--- src/rtl/traffic_conflict_monitor.sv ---
// Two-head signal monitor: checks conflicts, illegal encodings and transitions, latches the first fault.
// Define MON_TIMING_CHECK_EN to enable the short-yellow check (code 4) and its dwell counters.
module traffic_conflict_monitor #(
  parameter int YEL_MIN = 3,
  parameter int DWELL_W = 8
) (
  input  logic       clk,
  input  logic       reset,
  input  logic [1:0] hwy,
  input  logic [1:0] cntry,
  output logic       fault,
  output logic [2:0] fault_code,
  output logic       flash_req,
  output logic       armed,
  output logic [7:0] cycle_count
);

  typedef enum logic [1:0] {
    SYNC    = 2'd0,
    MONITOR = 2'd1,
    FAULT   = 2'd2
  } state_t;

  localparam logic [1:0] RED = 2'd0;
  localparam logic [1:0] YEL = 2'd1;
  localparam logic [1:0] GRN = 2'd2;
  localparam logic [1:0] ILL = 2'd3;

  state_t     state;
  logic [1:0] hwy_q, cntry_q;
  logic       c_conflict, c_illegal, c_step, c_short;
  logic [2:0] code;
  logic       sync_ok;

  function automatic logic bad_step(input logic [1:0] prev, input logic [1:0] cur);
    return (prev == GRN && cur == RED) || (prev == RED && cur == YEL) ||
           (prev == YEL && cur == GRN);
  endfunction

`ifdef MON_TIMING_CHECK_EN
  localparam logic [DWELL_W-1:0] YEL_MIN_W = DWELL_W'(YEL_MIN);
  logic [DWELL_W-1:0] hwy_dwell, cntry_dwell;

  // Dwell = number of consecutive edges the registered value has been held.
  always_ff @(posedge clk) begin
    if (reset) begin
      hwy_dwell   <= DWELL_W'(1);
      cntry_dwell <= DWELL_W'(1);
    end else begin
      if (hwy != hwy_q)          hwy_dwell <= DWELL_W'(1);
      else if (hwy_dwell != '1)  hwy_dwell <= hwy_dwell + DWELL_W'(1);
      if (cntry != cntry_q)         cntry_dwell <= DWELL_W'(1);
      else if (cntry_dwell != '1)   cntry_dwell <= cntry_dwell + DWELL_W'(1);
    end
  end

  assign c_short = (hwy_q == YEL && hwy == RED && hwy_dwell < YEL_MIN_W) ||
                   (cntry_q == YEL && cntry == RED && cntry_dwell < YEL_MIN_W);
`else
  assign c_short = 1'b0;
`endif

  assign c_conflict = (hwy != RED) && (cntry != RED);
  assign c_illegal  = (hwy == ILL) || (cntry == ILL);
  assign c_step     = bad_step(hwy_q, hwy) || bad_step(cntry_q, cntry);
  assign sync_ok    = (hwy == RED || cntry == RED) && hwy != ILL && cntry != ILL;

  // Lowest code number wins when several fire together.
  always_comb begin
    code = 3'd0;
    if (c_short)    code = 3'd4;
    if (c_step)     code = 3'd3;
    if (c_illegal)  code = 3'd2;
    if (c_conflict) code = 3'd1;
  end

  always_ff @(posedge clk) begin
    if (reset) begin
      state       <= SYNC;
      fault       <= 1'b0;
      fault_code  <= 3'd0;
      flash_req   <= 1'b0;
      armed       <= 1'b0;
      cycle_count <= 8'd0;
      hwy_q       <= RED;
      cntry_q     <= RED;
    end else begin
      hwy_q   <= hwy;
      cntry_q <= cntry;
      case (state)
        SYNC: begin
          if (sync_ok) begin
            state <= MONITOR;
            armed <= 1'b1;
          end
        end
        MONITOR: begin
          if (code != 3'd0) begin
            state      <= FAULT;
            armed      <= 1'b0;
            fault      <= 1'b1;
            flash_req  <= 1'b1;
            fault_code <= code;
          end else if (hwy_q == YEL && hwy == RED) begin
            cycle_count <= cycle_count + 8'd1;
          end
        end
        FAULT: ;
        default: begin
          state <= SYNC;
          armed <= 1'b0;
        end
      endcase
    end
  end

endmodule

--- config.mk ---
export PLATFORM = sky130hd
export DESIGN_NAME = traffic_conflict_monitor
export DESIGN_NICKNAME = d
export VERILOG_FILES = /design/src/rtl/traffic_conflict_monitor.sv
export SDC_FILE = /design/constraint.sdc
export NUM_CORES = 1
export LEC_CHECK = 0
export ABC_AREA = 1
export BUFFER_PORTS_ARGS = -buffer_cell sky130_fd_sc_hd__buf_2
export CORE_MARGIN = 8
export CORE_UTILIZATION = 52
export DETAILED_ROUTE_END_ITERATION = 16
export PLACE_DENSITY = 0.86
export SLEW_MARGIN = 20
export SYNTH_ARGS = -nofsm -noshare
export SYNTH_HDL_FRONTEND = slang
export SYNTH_SLANG_ARGS = --single-unit
export TNS_END_PERCENT = 5
--- constraint.sdc ---
create_clock -name clk -period 1.6 [get_ports clk]
set_input_delay 0.24 -clock clk [delete_from_list [all_inputs] [get_ports clk]]
set_output_delay 0.24 -clock clk [all_outputs]
set_load 0.01 [all_outputs]
==> results of run 1 <==
## power groups by stage
| stage | combinational (W) | clock, W | sequential, W |
|---|---|---|---|
| after global routing | 0.000127 | 0.000258 | 0.000446 |
| final | 0.000115 | 0.000226 | 0.000444 |
| after detailed placement | 0.000114 | 0 | 0.000454 |
| after CTS | 0.000115 | 0.000237 | 0.000444 |
| after global placement | 0.000111 | 0 | 0.000454 |
| after floorplan | 0.0000837 | 0 | 0.000456 |
## per-layer routing
metal	vias to the layer above	global-route usage [%]
met1	374	12.8
li1	443	-
met5	-	0
met2	36	19.7
met3	4	3.31
met4	0	8.04
## flip-flops by register name, indices dropped and copies added, names as in the netlist
name / cells
flash_req: 1
cntry_q: 2
state: 2
fault_code: 2
cycle_count: 8
hwy_q: 2
## worst max-delay path, stage by stage (launching register included)
cell      delay (ns)
dfxtp_1         0.41
nand3_1         0.13
nor2_1          0.30
nand3b_1        0.13
nand2_1         0.09
nand4_1         0.12
a21oi_1         0.15
## cells in the mapped netlist
cell | number | area [um2]
o21ai_1 | 1 | 5.00
o21ai_2 | 1 | 8.76
dfxtp_1 | 17 | 340
xor2_1 | 2 | 17.5
o21ai_0 | 3 | 15.0
nand3_1 | 3 | 15.0
a21oi_2 | 1 | 8.76
and3_1 | 1 | 6.26
nor2_2 | 2 | 12.5
a21oi_1 | 11 | 55.1
clkbuf_1 | 1 | 3.75
nand4_4 | 1 | 21.3
buf_6 | 1 | 11.3
nor2_4 | 2 | 22.5
conb_1 | 1 | 3.75
nand2_1 | 28 | 105
nor3_4 | 1 | 16.3
inv_2 | 3 | 11.3
buf_4 | 2 | 15.0
inv_1 | 15 | 56.3
nand4_1 | 8 | 50.1
nand2_4 | 1 | 11.3
nor2_1 | 14 | 52.6
nand3b_1 | 2 | 15.0
xnor2_1 | 1 | 8.76
nand3_2 | 2 | 20.0
ha_1 | 1 | 12.5
## layout make-up
class                   instances  area [um2]
inverters                      18        67.6
multi-input cells              87         483
fillers                       162         661
repair buffers                 18        90.1
flip-flops and latches         17         340
well taps                      17        21.3
clock buffers                   4        26.3
## path summary, 6_finish.rpt
check	slack [ns]	to	cells past startpoint
setup / recovery	0.21	cycle_count[5]$_SDFFE_PP0P_	6
setup reg to reg	0.21	cycle_count[5]$_SDFFE_PP0P_	6
hold / removal	0.23	cntry_q[0]$_SDFF_PP0_	3
hold reg to reg	0.46	fault_code[1]$_SDFFE_PP0P_	2
## kinds of logic after synthesis
kind of cell	share of synthesized area, %
fa+ha+maj	1.36
buf+inv	10.6
other cells	0.407
compound gates	10.1
flops	37.0
xor+xnor	2.85
simple gates	37.8
## per-stage QoR
step	cells	setup slack [ns]
after floorplan	126	0.352
after global placement	157	0.175
after detailed placement	157	0.118
after CTS	161	0.230
after global routing	161	0.0709
final	161	0.207
==> impl_metrics.env, run 1 <==
export IMPL_htreeDepth=1
export IMPL_place_area_um2=1000
export IMPL_antenna_left=0
export IMPL_worstPathArrival_ns=1.62
export IMPL_wl_per_cell_um=12.0
export IMPL_io_buffers=18
export IMPL_crit_fanout=5
export IMPL_grt_pass1_wl_mm=3.14
export IMPL_clock_root_buffer="clkbuf_4"
export IMPL_maxCapViolCount=0
export IMPL_grt_pass1_vias=758
export IMPL_status="finished, final reports clean"
export IMPL_power_density_nw_per_um2=763
export IMPL_highest_layer="met4"
export IMPL_final_util_pct=60.9
export IMPL_synth_area_per_cell_um2=7.31
export IMPL_grt_setup_unrepaired="false"
export IMPL_synth_seq_cells=17
export IMPL_yosysSeqAreaShare_pct=37.0
export IMPL_mostFrequentLayoutCells="28 x nand2_1, 18 x buf_2, 17 x dfxtp_1"
export IMPL_netlist_instances=126
export IMPL_p_sw_share_pct=27.2
export IMPL_area_delta_synth_final_pct=11.7
export IMPL_setup_viol=0
export IMPL_seq_power_share_pct=56.6
export IMPL_synth_nets=133
export IMPL_synth_cell_area_um2=921
export IMPL_crit_start="cycle_count[2]$_SDFFE_PP0P_"
export IMPL_grt_use_total_pct=11.9
export IMPL_viasPerCell=5.32
export IMPL_startpoint_type="register"
export IMPL_fin_tns_setup_ns=0
export IMPL_fin_crit_sh_pct=87.0
export IMPL_fp_dieW_um=58.1
export IMPL_overflow=0
export IMPL_fp_row_count=15
export IMPL_drive_above_1_share_pct=24.3
export IMPL_cts_sinks=17
export IMPL_end_kind="register"
export IMPL_p_clk_share_pct=28.7
export IMPL_crit_required_ns=1.82
export IMPL_place_hpwl_mm=1.49
export IMPL_intPower_w=0.000571
export IMPL_rr_startpoint="cycle_count[2]$_SDFFE_PP0P_"
export IMPL_hold_viol=0
export IMPL_grt_max_degree=16
export IMPL_yosysWarnings=0
export IMPL_power_w=0.000785
export IMPL_synthDistinctLibCells=27
export IMPL_fp_coreArea_um2=1690
export IMPL_drtIter0Drc=38
export IMPL_die_y_um=58.1
export IMPL_p_sw_w=0.000213
export IMPL_layout_commonest_cell="nand2_1"
export IMPL_slew_violations=0
export IMPL_vias=857
export IMPL_cts_tree="built"
export IMPL_hp_start="cntry[0]"
export IMPL_hp_class="input pin to register"
export IMPL_clk_path_buf_depth=2
export IMPL_cts_resized=0
export IMPL_postLayoutCellArea_um2=1030
export IMPL_insertion_delay_ns=0.29
export IMPL_start_util_pct=54.5
export IMPL_fmax_mhz=718
export IMPL_fin_crit_ns=1.39
export IMPL_final_nets=152
export IMPL_wl_met3_um=156
export IMPL_first_pass_iters=4
export IMPL_cts_setup_buffers=0
export IMPL_wirelength_mm=1.93
export IMPL_hold_ws_ns=0.225
export IMPL_die_area_um2=3370
export IMPL_clkTransAtPathRegs_ns=0.09
export IMPL_num_io_pins=20
export IMPL_clock_skew_final_ns=0.00361
export IMPL_p_comb_share_pct=14.7
export IMPL_antenna_found_initial=0
export IMPL_leakagePower_nw=0.466
export IMPL_ir_drop_uv=466
export IMPL_cts_made_buffers=3
export IMPL_drc=0
export IMPL_gp_congestion=0.804
export IMPL_cts_hold_buf=0
export IMPL_critical_path_class="register to register"
export IMPL_wl_met1_um=837
export IMPL_n_antenna_cell=0
export IMPL_wl_met2_um=890
No activity file was read; power rests on OpenSTA's default activity.
==> run 2, diff against run 1 <==
--- a/config.mk
+++ b/config.mk
@@ -6,11 +6,12 @@
 export NUM_CORES = 1
 export LEC_CHECK = 0
 export ABC_AREA = 1
-export BUFFER_PORTS_ARGS = -buffer_cell sky130_fd_sc_hd__buf_2
+export CAP_MARGIN = 20
 export CORE_MARGIN = 8
-export CORE_UTILIZATION = 52
+export CORE_UTILIZATION = 25
 export DETAILED_ROUTE_END_ITERATION = 16
-export PLACE_DENSITY = 0.86
+export DONT_BUFFER_PORTS = 1
+export PLACE_DENSITY = 0.47
 export SLEW_MARGIN = 20
 export SYNTH_ARGS = -nofsm -noshare
 export SYNTH_HDL_FRONTEND = slang
==> run 2 against run 1 <==
Critical path depth unchanged. Largest cell class unchanged. First-iteration DRC count up 37%. Cell count up 11%. Via count down 9.3%. Non-clock buffer count down 13. Sequential share of layout area down 0.20 points. Clock power up 45%. Global-route usage down 4.5 points. Fmax up 0.73%.
==> impl_metrics.env, run 2 (synthesis results as in run 1) <==
export IMPL_fp_dieW_um=76.7
export IMPL_clkTransAtPathRegs_ns=0.07
export IMPL_layout_commonest_cell="nand2_1"
export IMPL_insertion_delay_ns=0.25
export IMPL_cts_resized=0
export IMPL_setup_viol=0
export IMPL_fin_tns_setup_ns=0
export IMPL_num_io_pins=20
export IMPL_largest_reg_flops=8
export IMPL_top_register="cycle_count"
export IMPL_seq_power_share_pct=52.0
export IMPL_p_comb_share_pct=10.0
export IMPL_crit_start="cycle_count[0]$_SDFFE_PP0P_"
export IMPL_cts_hold_buf=0
export IMPL_antenna_left=0
export IMPL_clk_path_buf_depth=2
export IMPL_grt_pass1_vias=771
export IMPL_grt_max_degree=16
export IMPL_gp_congestion=0.784
export IMPL_wirelength_mm=2.10
export IMPL_highest_layer="met4"
export IMPL_maxCapViolCount=0
export IMPL_grt_setup_unrepaired="false"
export IMPL_wl_met1_um=880
export IMPL_clock_skew_final_ns=0.00635
export IMPL_postLayoutCellArea_um2=1030
export IMPL_antenna_found_initial=0
export IMPL_leakagePower_nw=0.413
export IMPL_mostFrequentLayoutCells="28 x nand2_1, 17 x dfxtp_1, 15 x inv_1"
export IMPL_startpoint_type="register"
export IMPL_drc=0
export IMPL_pre_cts_slack_ns=0.211
export IMPL_htreeDepth=1
export IMPL_place_area_um2=988
export IMPL_drtIter0Drc=52
export IMPL_power_density_nw_per_um2=836
export IMPL_cp_slowest_cell="dfxtp_1"
export IMPL_hp_class="input pin to register"
export IMPL_overflow=0
export IMPL_die_y_um=76.7
export IMPL_critical_path_class="register to register"
export IMPL_hp_start="reset"
export IMPL_cts_made_buffers=3
export IMPL_nFillCells=401
export IMPL_final_nets=139
export IMPL_clock_root_buffer="clkbuf_8"
export IMPL_vias=777
export IMPL_io_buffers=0
export IMPL_fp_row_count=22
export IMPL_crit_fanout=4
export IMPL_viasPerCell=4.34
export IMPL_wl_per_cell_um=11.8
export IMPL_area_delta_synth_final_pct=12.4
export IMPL_p_sw_share_pct=26.2
export IMPL_crit_required_ns=1.79
export IMPL_cts_tree="built"
export IMPL_fmax_mhz=723
export IMPL_slowest_delay_ns=0.43
export IMPL_n_antenna_cell=0
export IMPL_cts_sinks=17
export IMPL_drive_above_1_share_pct=17.6
export IMPL_place_hpwl_mm=1.63
export IMPL_fin_ws_ns=0.217
export IMPL_p_clk_share_pct=37.9
export IMPL_wl_met2_um=961
export IMPL_p_sw_w=0.000227
export IMPL_final_util_pct=28.7
export IMPL_rr_startpoint="cycle_count[0]$_SDFFE_PP0P_"
export IMPL_fp_coreArea_um2=3610
export IMPL_start_util_pct=25.5
export IMPL_hold_viol=0
export IMPL_fin_crit_sh_pct=86.4
export IMPL_worstPathArrival_ns=1.57
export IMPL_fin_crit_ns=1.38
export IMPL_intPower_w=0.000638
export IMPL_wl_met3_um=212
export IMPL_multiInputGateArea_um2=483
export IMPL_register_area_um2=340
export IMPL_end_kind="register"
export IMPL_ir_drop_uv=329
export IMPL_crit_chain="ha_1 > nand3_1 > nor2_1 > xor2_1 > nand4_1 > a21oi_1"
export IMPL_status="finished, final reports clean"
export IMPL_first_pass_iters=4
export IMPL_grt_use_total_pct=7.37
export IMPL_slew_violations=0
export IMPL_grt_pass1_wl_mm=3.49
export IMPL_hold_ws_ns=0.0428
export IMPL_die_area_um2=5880
export IMPL_cts_setup_buffers=0
[run 2: layout make-up]
class | instances | share of cell area, %
multi-input cells | 87 | 46.7
repair buffers | 5 | 3.63
well taps | 48 | 5.80
clock buffers | 3 | 3.99
flip-flops and latches | 17 | 32.9
inverters | 18 | 6.53
clock inverters | 1 | 0.484
[run 2: path summary, 6_finish.rpt]
check,slack [ns],depth (start not counted),end
hold / removal,0.04,1,flash_req$_SDFFE_PP0P_
setup reg to reg,0.22,6,cycle_count[6]$_SDFFE_PP0P_
setup / recovery,0.22,6,cycle_count[6]$_SDFFE_PP0P_
hold reg to reg,0.47,2,state[1]$_SDFFE_PP0P_
[run 2: critical path, delay by kind of cell, from the launching register on]
family	cells	cell delay (ns)
DFF	1	0.43
and+or+nand+nor	3	0.37
adders and majority gates	1	0.22
xor gates and xnor gates	1	0.16
AOI/OAI and AO/OA	1	0.13
[run 2: per-layer routing]
metal,GRT usage [%],vias up
li1,-,413
met1,6.99,345
met2,12.1,15
met3,4.20,4
met4,4.62,0
met5,0,-
[run 2: power by group through the flow]
stage	combinational [W]	sequential [W]	clock, W
2_1_floorplan	0.0000837	0.000456	0
3_3_place_gp	0.0000857	0.000460	0
3_5_place_dp	0.0000882	0.000460	0
4_1_cts	0.0000884	0.000450	0.000347
5_1_grt	0.0000989	0.000452	0.000359
6_report	0.0000868	0.000450	0.000328
[run 2: metrics by stage]
| stage | power, W | cells |
|---|---|---|
| 2_1_floorplan | 0.000540 | 126 |
| 4_1_cts | 0.000886 | 179 |
| 5_1_grt | 0.000910 | 179 |
| 3_5_place_dp | 0.000548 | 175 |
| 6_report | 0.000865 | 179 |
| 3_3_place_gp | 0.000545 | 175 |
